### config.mk
export PLATFORM = sky130hd
export DESIGN_NAME = anim_seq_counter
export DESIGN_NICKNAME = d
export VERILOG_FILES = /design/src/rtl/anim_seq_counter.sv
export SDC_FILE = /design/constraint.sdc
export NUM_CORES = 1
export LEC_CHECK = 0
export BUFFER_PORTS_ARGS = -buffer_cell sky130_fd_sc_hd__buf_2
export CORE_ASPECT_RATIO = 0.8
export CORE_MARGIN = 3
export CORE_UTILIZATION = 60
export CTS_CLUSTER_DIAMETER = 80
export CTS_CLUSTER_SIZE = 12
export DETAILED_ROUTE_END_ITERATION = 10
export GPL_ROUTABILITY_DRIVEN = 0
export PLACE_DENSITY = 0.76
export SETUP_SLACK_MARGIN = 0.1
export SYNTH_ARGS = -nofsm -noshare
export SYNTH_HDL_FRONTEND = slang
export SYNTH_SLANG_ARGS = --single-unit
### constraint.sdc
create_clock -name C -period 4.2 [get_ports C]
set_input_delay 0.42 -clock C [delete_from_list [all_inputs] [get_ports C]]
set_output_delay 0.42 -clock C [all_outputs]
set_load 0.05 [all_outputs]
### src/rtl/anim_seq_counter.sv
// Animation/frame sequencer: a prescaler with speed select drives a modulo-FRAMES frame counter.
// Optional ping-pong ordering is enabled with the ANIM_PINGPONG_EN macro.
module anim_seq_counter #(
   parameter int CLK_DIV = 5000000,
   parameter int PW      = 26,
   parameter int FRAMES  = 6,
   parameter int FW      = 3
) (
   input  logic          C,
   input  logic          R,
   input  logic          en,
   input  logic [1:0]    speed,
   input  logic          load,
   input  logic [FW-1:0] load_val,
   output logic [FW-1:0] frame,
   output logic          tick,
   output logic          wrap
);

   localparam logic [PW-1:0] DIV_BASE = PW'(CLK_DIV);
   localparam logic [FW-1:0] LAST     = FW'(FRAMES - 1);
`ifdef ANIM_PINGPONG_EN
   localparam logic [FW-1:0] PENULT   = FW'(FRAMES - 2);

   typedef enum logic {DIR_UP, DIR_DOWN} dir_t;
   dir_t dir, dir_nxt;
`endif

   logic [PW-1:0] presc, presc_nxt;
   logic [PW-1:0] div_sel, lim;
   logic [FW-1:0] frame_nxt;
   logic          tick_nxt, wrap_nxt, tick_ev;

   function automatic logic [FW-1:0] clamp_load(input logic [FW-1:0] v);
      return (v > LAST) ? LAST : v;
   endfunction

   // A shifted divider of zero still means a tick every cycle.
   always_comb begin
      div_sel = DIV_BASE >> speed;
      lim     = (div_sel == '0) ? '0 : div_sel - PW'(1);
   end

   // Using >= lets a speed increase past the current count fire immediately.
   assign tick_ev = en && (presc >= lim);

   always_comb begin
      presc_nxt = presc;
      frame_nxt = frame;
      tick_nxt  = 1'b0;
      wrap_nxt  = 1'b0;
`ifdef ANIM_PINGPONG_EN
      dir_nxt   = dir;
`endif
      if (load) begin
         frame_nxt = clamp_load(load_val);
         presc_nxt = '0;
`ifdef ANIM_PINGPONG_EN
         dir_nxt   = DIR_UP;
`endif
      end else if (en) begin
         if (tick_ev) begin
            presc_nxt = '0;
            tick_nxt  = 1'b1;
`ifdef ANIM_PINGPONG_EN
            if (dir == DIR_UP) begin
               if (frame == LAST) begin
                  dir_nxt   = DIR_DOWN;
                  frame_nxt = PENULT;
               end else begin
                  frame_nxt = frame + FW'(1);
               end
            end else begin
               if (frame == '0) begin
                  dir_nxt   = DIR_UP;
                  frame_nxt = FW'(1);
                  wrap_nxt  = 1'b1;
               end else begin
                  frame_nxt = frame - FW'(1);
               end
            end
`else
            if (frame == LAST) begin
               frame_nxt = '0;
               wrap_nxt  = 1'b1;
            end else begin
               frame_nxt = frame + FW'(1);
            end
`endif
         end else begin
            presc_nxt = presc + PW'(1);
         end
      end
   end

   always_ff @(posedge C) begin
      if (R) begin
         presc <= '0;
         frame <= '0;
         tick  <= 1'b0;
         wrap  <= 1'b0;
`ifdef ANIM_PINGPONG_EN
         dir   <= DIR_UP;
`endif
      end else begin
         presc <= presc_nxt;
         frame <= frame_nxt;
         tick  <= tick_nxt;
         wrap  <= wrap_nxt;
`ifdef ANIM_PINGPONG_EN
         dir   <= dir_nxt;
`endif
      end
   end

endmodule

Word level (Yosys, flattened, before mapping)
Index checks and enable logic that the tools add are counted.

$add $sub $neg: 3. Magnitude comparators: 2. Equal/unequal tests: 1. Shift operators: 1. Multiplexer cells: 9. Bitwise operators: 2. Reduce and logical (&&, ||, !) cells: 8.

Operator list (count): $mux 26 (2); $add 26x1->26 const B (1); $ge 26x26->1 (1); $logic_not 26->1 (1); $shr 23x2->26 const A (1); $sub 26x1->26 const B (1); $mux 3 (5); $reduce_bool 2->1 (2); $reduce_or 4->1 (1); $add 3x1->3 const B (1); $eq 3x3->1 const B (1); $gt 3x3->1 const B (1); $reduce_or 3->1 (1); $mux 1 (2); $not 1->1 (2); $reduce_and 2->1 (1); $reduce_or 2->1 (1); $logic_and 1x1->1 (1).

Register bits: 31. Word-level logic and storage cells: 30.

Longest topological paths before layout
Gate-level depths: netlist of the first run.

Depth in word-level cells: 8. Gate-level depth with buffers: 13. Gate-level depth less buffers: 11.

Worst setup path before layout of the first run
Ideal clock, no wire load.

Path kind: input to register. Start point: in speed[0]. End point: reg presc[10]. Arrival: 2.434 ns. Required time: 4.070 ns. Slack: 1.636 ns. Cell stages on the path: 11. Path buffers: 1. Cells stage by stage: inv_1 > ha_1 > inv_1 > ha_1 > nand4_1 > nor3_2 > nand3_1 > o311a_4 > a21oi_4 > buf_6 > nor3_1.

Word-level cells in the longest chain between the ends: 6. Elaborated cells between the ends (all ways): 7.

RTL lines: start, declared (RTL line 12) `input logic [1:0] speed,`; $shr 23x2->26 (*) (RTL line 40) `div_sel = DIV_BASE >> speed;`; $sub 26x1->26 / $logic_not 26->1 (equally long branches) (RTL line 41) `lim = (div_sel == '0) ? '0 : div_sel - PW'(1);`; $mux 26 (*) (RTL line 41); $ge 26x26->1 (*) (RTL line 45) `assign tick_ev = en && (presc >= lim);`; $logic_and 1x1->1 (*) (RTL line 45); $mux 26 (*) (RTL line 62) `if (tick_ev) begin`; end signal, assigned (RTL line 106) `presc <= presc_nxt;`; end, declared (RTL line 29) `logic [PW-1:0] presc, presc_nxt;`.

Every way passes the cells marked *; elsewhere a longest branch is shown, timed or not. A chain may end at the register's enable or synchronous reset.

Worst setup path in the final report of the first run
Start point: in speed[0]. End point: reg wrap.

Word-level cells in the longest chain between the ends: 7. Elaborated cells between the ends (all ways): 8.

RTL lines: $shr 23x2->26 (*) (RTL line 40); $sub 26x1->26 / $logic_not 26->1 (equally long branches) (RTL line 41); $mux 26 (*) (RTL line 41); $ge 26x26->1 (*) (RTL line 45); $logic_and 1x1->1 (*) (RTL line 45); $not 1->1 (no line) (*); $reduce_or 4->1 (no line) (*); end signal, assigned (RTL line 109) `wrap <= wrap_nxt;`; end, declared (RTL line 17) `output logic wrap`.

Marked as above.

==> results_dict.tcl, run 1 <==
set metrics [dict create \
    yosysSeqAreaShare_pct 28.4 \
    ff2ff_path_depth 7 \
    synth_xor_area_share_pct 10.0 \
    clk_latency_ns 0.29 \
    antenna_found_initial 0 \
    die_w_um 73.4 \
    dpl_cell_area_um2 2250 \
    crit_chain "buf_2 > inv_1 > ha_1 > inv_1 > ha_1 > nand4_1 > nor3_2 > nand3_1 > o311a_4 > a21oi_4 > and3_2" \
    area_growth_pct 8.60 \
    synth_most_common_cell "ha_1" \
    dpl.hpwl_um 3300 \
    clk_pin_slew_ns 0.07 \
    required_ns 4.42 \
    dieArea_um2 4400 \
    cpPeakStageDelay_ns 0.58 \
    holdWs_ns 0.463 \
    synth.top_cells.by_area "dfxtp_1, ha_1, xor2_1" \
    hold_viol 0 \
    ctsHoldBuffers 0 \
    synth.distinct_cells 41 \
    p_total_uw 675 \
    wl_met3_um 194 \
    start_kind "primary input" \
    critical_path.slowest_cell "a21oi_4" \
    multiInputGateArea_um2 1470 \
    r2r_start "presc[17]" \
    grt_pass1_wl_um 7760 \
    initial_core_util_pct 66.4 \
    setup_viol 0 \
    drc 0 \
    synthMuxAreaShare_pct 1.89 \
    synth_compound_area_share_pct 11.0 \
    synth_fp_nets 294 \
    yosys.area_share.simple_pct 25.1 \
    drtIter0Drc 84 \
    cts_buffers 5 \
    setup_tns_ns 0 \
    critical_path.max_fanout 27 \
    drive_gt1_share_pct 11.7 \
    hp-start "R" \
    grt_setup_unrepaired "no" \
    syn_area_um2 2180 \
    cts_tree "built" \
    cp_data_arrival_time_ns 3.30 \
    via_per_inst 5.74 \
    cellPowerDensity_nw_per_um2 285 \
    finalNetCount 306 \
    met1_length_um 2300 \
    vias 1750 \
    insertedDiodeCount 0 \
    ys.warnings.count 0 \
    post_cts_resize_count 0 \
    min_period_ns 3.07 \
    netlist_instances 252 \
    wl_per_cell_um 14.4 \
    yosys.area.top_type "dfxtp_1" \
    grt_pass1_vias 1647 \
    io_pins 14 \
    syn_area_per_cell_um2 8.66 \
    synth.top_cells.by_count "ha_1, dfxtp_1, nor3_1" \
    seq_area_um2 621 \
    synth_top_family_by_area "simple AND/OR/NAND/NOR gates" \
    tightest_slew_ns 0.703 \
    status "finished clean" \
    fin_crit_sh_pct 73.2 \
    post_cts_buffers 0 \
    highest_layer "met4" \
    port_buffers 13 \
    grt_max_degree 28 \
    finalInstanceArea_um2 2370 \
    routed_wl_um 4400 \
    wl_met2_um 1870 \
    hold_class "in2reg" \
    fmax_mhz 325 \
    clkSinkCount 31 \
    final_antenna_net_count 0 \
    die_h_um 59.9 \
    relSlewSlack_pct 53.0 \
    overflow 0 \
    clockBufferDepth 2 \
    fin_skew_ns 0.00824 \
    endpoint_kind "flip-flop" \
    drtPass1Iterations 4 \
    timing.rr.end "wrap" \
    finalMaxSlewViolations 0 \
    cap_viol_max_count 0 \
    hold_depth 3 \
    synth_top_area_share_pct 28.4 \
    synth_fa_ha_area_share_pct 18.9 \
    cts_max_level 2 \
    p_leak_uw 0.00103 \
    ir_drop_mv 0.235 \
    fp-row-count 18 \
    fill_cells 249 \
    path_class "in2reg" \
    ys_ff_latch 31 \
    synth-edff-count 0 \
    r2r_slack_ns 1.60 \
    post-route-util_pct 72.1 \
    synth_ff_type "dfxtp_1" \
    core_um2 3290 \
    cts_root_buffer "clkbuf_8" \
    min_to "frame[1]" \
    async_flop_share_pct 0 \
    track_usage_pct 22.9 \
]
## state kept, by name, summed over array words and instances, names as in the netlist
| name | cells |
|---|---|
| frame | 3 |
| presc | 26 |
| tick | 1 |
| wrap | 1 |
## cells by family (layout without fill, tap and decap cells)
group | after synthesis | count (layout)
AOI/OAI and AO/OA | 30 | 30
xor gates and xnor gates | 25 | 25
adders and majority gates | 33 | 33
buffers and inverters | 21 | 34
DFF | 31 | 31
muxes | 4 | 4
other | 2 | 2
and+or+nand+nor | 106 | 106
## where the power goes
part / internal, µW / total (µW) / switching, µW / leakage [µW]
Clock: 192 / 309 / 117 / 0.0000612
Sequential: 296 / 300 / 4.00 / 0.000250
Combinational: 23.3 / 65.4 / 42.1 / 0.000714
## per-stage QoR
step                      worst slack [ns]  std cells
after detailed placement             0.835        297
after global placement               0.946        297
after CTS                             1.10        305
final                                 1.13        305
after global routing                 0.869        305
after floorplan                       1.64        252
## worst max path at each step
stage,start,end,cells past startpoint,slack (ns)
2_1_floorplan,speed[0],presc[10],11,1.64
3_3_place_gp,speed[0],wrap,11,0.95
3_5_place_dp,speed[0],wrap,11,0.83
4_1_cts,speed[0],wrap,11,1.10
5_1_grt,speed[0],wrap,11,0.87
6_report,speed[0],wrap,11,1.13
## metal layers
layer,vias to the layer above,global-route usage [%]
met5,-,0
met4,0,7.24
met3,6,5.88
met2,36,33.9
met1,796,32.4
li1,912,-
## cells in the final DEF (no fill, tap or decap), types with 2 or more instances in the layout
cell type,synthesis,layout
and3_1,3,3
xnor2_1,7,7
o21ai_0,5,5
nand4_1,10,10
nor3_1,31,31
inv_1,13,13
and4_1,2,2
dfxtp_1,31,31
buf_2,0,13
o21a_1,2,2
conb_1,2,2
a211oi_1,2,2
clkbuf_8,0,6
a21oi_1,9,9
and2_1,2,2
xor2_1,18,18
ha_1,33,33
nand2b_1,4,4
nand3_1,13,13
nor2_1,11,11
mux2i_1,3,3
nor3_2,2,2
a21o_1,4,4
nand2_1,21,21
## worst max-delay path, delay by kind of cell
family,cells,cell delay (ns)
buf+inv,3,0.34
fa+ha+maj,2,0.72
simple gates,4,0.87
compound gates,2,0.93
## layout make-up
type                    count  area share, %
multi-input cells         200           61.9
flip-flops and latches     31           26.2
clock buffers               6           3.48
repair buffers             13           2.75
well taps                  40           2.11
inverters                  13           2.06
clock inverters             2           1.48
Power figures use the tool's default switching activity.
==> run 2, diff against run 1 <==
--- a/config.mk
+++ b/config.mk
@@ -8,12 +8,12 @@
 export BUFFER_PORTS_ARGS = -buffer_cell sky130_fd_sc_hd__buf_2
 export CORE_ASPECT_RATIO = 0.8
 export CORE_MARGIN = 3
-export CORE_UTILIZATION = 60
+export CORE_UTILIZATION = 55
 export CTS_CLUSTER_DIAMETER = 80
 export CTS_CLUSTER_SIZE = 12
 export DETAILED_ROUTE_END_ITERATION = 10
 export GPL_ROUTABILITY_DRIVEN = 0
-export PLACE_DENSITY = 0.76
+export PLACE_DENSITY = 0.73
 export SETUP_SLACK_MARGIN = 0.1
 export SYNTH_ARGS = -nofsm -noshare
 export SYNTH_HDL_FRONTEND = slang
==> constraint.sdc (replaced) <==
create_clock -name C -period 2.5 [get_ports C]
set_input_delay 0.25 -clock C [delete_from_list [all_inputs] [get_ports C]]
set_output_delay 0.25 -clock C [all_outputs]
set_load 0.05 [all_outputs]
==> run 2 against run 1 <==
Clock skew down 0.0018 ns. Sequential share of layout area down 1.6 points. Critical endpoint unchanged. Sequential power up 68%. Via count up 2.4%. First-iteration DRC count up 6.0%. Largest power group unchanged. Die area up 8.2%.
==> results_dict.tcl, run 2 (synthesis results as in run 1) <==
set metrics [dict create \
    tightest_slew_ns 0.566 \
    fin_skew_ns 0.00644 \
    fp-row-count 19 \
    fin_crit_sh_pct 91.5 \
    cpPeakStageDelay_ns 0.34 \
    final_antenna_net_count 0 \
    critPathTopFamily "compound AO/OA/AOI/OAI gates" \
    grt_max_degree 28 \
    antenna_found_initial 0 \
    io_pins 14 \
    grt_pass1_wl_um 7360 \
    clkSinkCount 31 \
    finalNonFillerCells 332 \
    routed_wl_um 4340 \
    cp_data_arrival_time_ns 2.48 \
    regMostFlops "presc" \
    ir_drop_mv 0.309 \
    layout_commonest_cell "ha_1" \
    die_h_um 62.3 \
    cts_root_buffer "clkbuf_8" \
    finalMaxSlewViolations 0 \
    wl_per_cell_um 13.1 \
    placed_cells 323 \
    cap_viol_max_count 0 \
    grt_pass1_vias 1613 \
    required_ns 2.69 \
    cts_buffers 5 \
    clockBufferDepth 2 \
    endpoint_kind "flip-flop" \
    grt_setup_unrepaired "yes" \
    die_w_um 76.4 \
    fmax_mhz 437 \
    crit_chain "buf_2 > inv_1 > ha_1 > buf_4 > ha_1 > a21oi_2 > nor3_1 > a2111oi_4 > o311a_4 > a21oi_4 > buf_4 > and3_2" \
    drive_gt1_share_pct 17.9 \
    power.internal_uw 871 \
    vias 1792 \
    p_sw_uw 276 \
    pre_cts_slack_ns -0.0967 \
    critical_path.max_fanout 13 \
    start_kind "primary input" \
    finalNetCount 321 \
    critical_path.slowest_cell "a2111oi_4" \
    setup_viol 0 \
    dpl_cell_area_um2 2370 \
    crit_buf_inv 4 \
    status "finished clean" \
    cts_tree "built" \
    reg_top3 "presc (26), frame (3)" \
    relSlewSlack_pct 62.3 \
    dpl.hpwl_um 3350 \
    cellPowerDensity_nw_per_um2 455 \
    multiInputGateArea_um2 1490 \
    drc 0 \
    post-route-util_pct 69.7 \
    path_class "in2reg" \
    hold_viol 0 \
    hold_class "in2reg" \
    dieArea_um2 4760 \
    ctsHoldBuffers 0 \
    pwr-share-seq_pct 44.0 \
    drtIter0Drc 89 \
    overflow 0 \
    port_buffers 13 \
    setup_tns_ns 0 \
    drtPass1Iterations 4 \
    finalInstanceArea_um2 2520 \
    seq_area_um2 621 \
    area_growth_pct 15.5 \
    largest_reg_flops 26 \
    clk_latency_ns 0.29 \
    insertedDiodeCount 0 \
    final_cell_mix "ha_1, dfxtp_1, nor3_1" \
    clk_pin_slew_ns 0.07 \
    sw_frac_of_total_pct 24.1 \
    track_usage_pct 19.1 \
    core_um2 3610 \
    p_leak_uw 0.00111 \
    fill_cells 307 \
    via_per_inst 5.40 \
    postLayoutSetupSlackWorst_ns 0.212 \
    pwr-share-clk_pct 45.1 \
    comb_power_share_pct 11.0 \
    cts_max_level 2 \
    initial_core_util_pct 60.4 \
    min_period_ns 2.29 \
]
-- run 2: changes by cell type in the layout (fill, tap and decap cells not counted), sizes merged --
cell | before | now
buf | 13 | 28
-- run 2: per-stage QoR --
| step | total power (µW) | hold slack [ns] |
|---|---|---|
| floorplan | 592 | 0.412 |
| global placement | 635 | 0.507 |
| detailed placement | 638 | 0.516 |
| CTS | 1150 | 0.282 |
| global route | 1200 | 0.308 |
| finish | 1150 | 0.281 |
-- run 2: timing repair --
item                                    in CTS  in global routing
endpoints found under the setup margin       0                 27
setup buffers                                0                  1
gates resized for setup                      0                  5
-- run 2: path summary, 6_finish.rpt --
kind / from / depth (start not counted) / to / slack, ns
max reg2reg: presc[15] / 8 / wrap / 0.34
max: speed[0] / 12 / wrap / 0.21
min reg2reg: presc[0] / 2 / presc[0] / 0.52
min: R / 3 / frame[1] / 0.28
-- run 2: area by class of cell --
cell class	instances	area share, %
Inverter	13	1.94
Sequential cell	31	24.6
Multi-Input combinational cell	200	59.0
Timing Repair Buffer	28	7.20
Clock buffer	6	3.28
Clock inverter	2	1.39
Tap cell	52	2.58
-- run 2: worst reg2reg max path, stage by stage, from the launching register on --
cell and delay [ns]:
dfxtp_1 0.32, ha_1 0.31, a21o_1 0.16, a21o_1 0.20, a2111oi_4 0.36, o311a_4 0.29, a21oi_4 0.06, buf_4 0.19
and3_2 0.18
-- run 2: metal layers --
metal  GRT usage, %  routed length [µm]
met5              0                   0
met4           4.07                  63
met3           6.07                 153
met2           26.6                1690
met1           28.4                2430
-- run 2: power groups by stage --
stage	Sequential [µW]	Combinational (µW)	Clock (µW)
floorplan	525	67.3	0
global placement	515	120	0
detailed placement	515	122	0
CTS	504	124	524
global route	505	141	552
finish	504	126	517
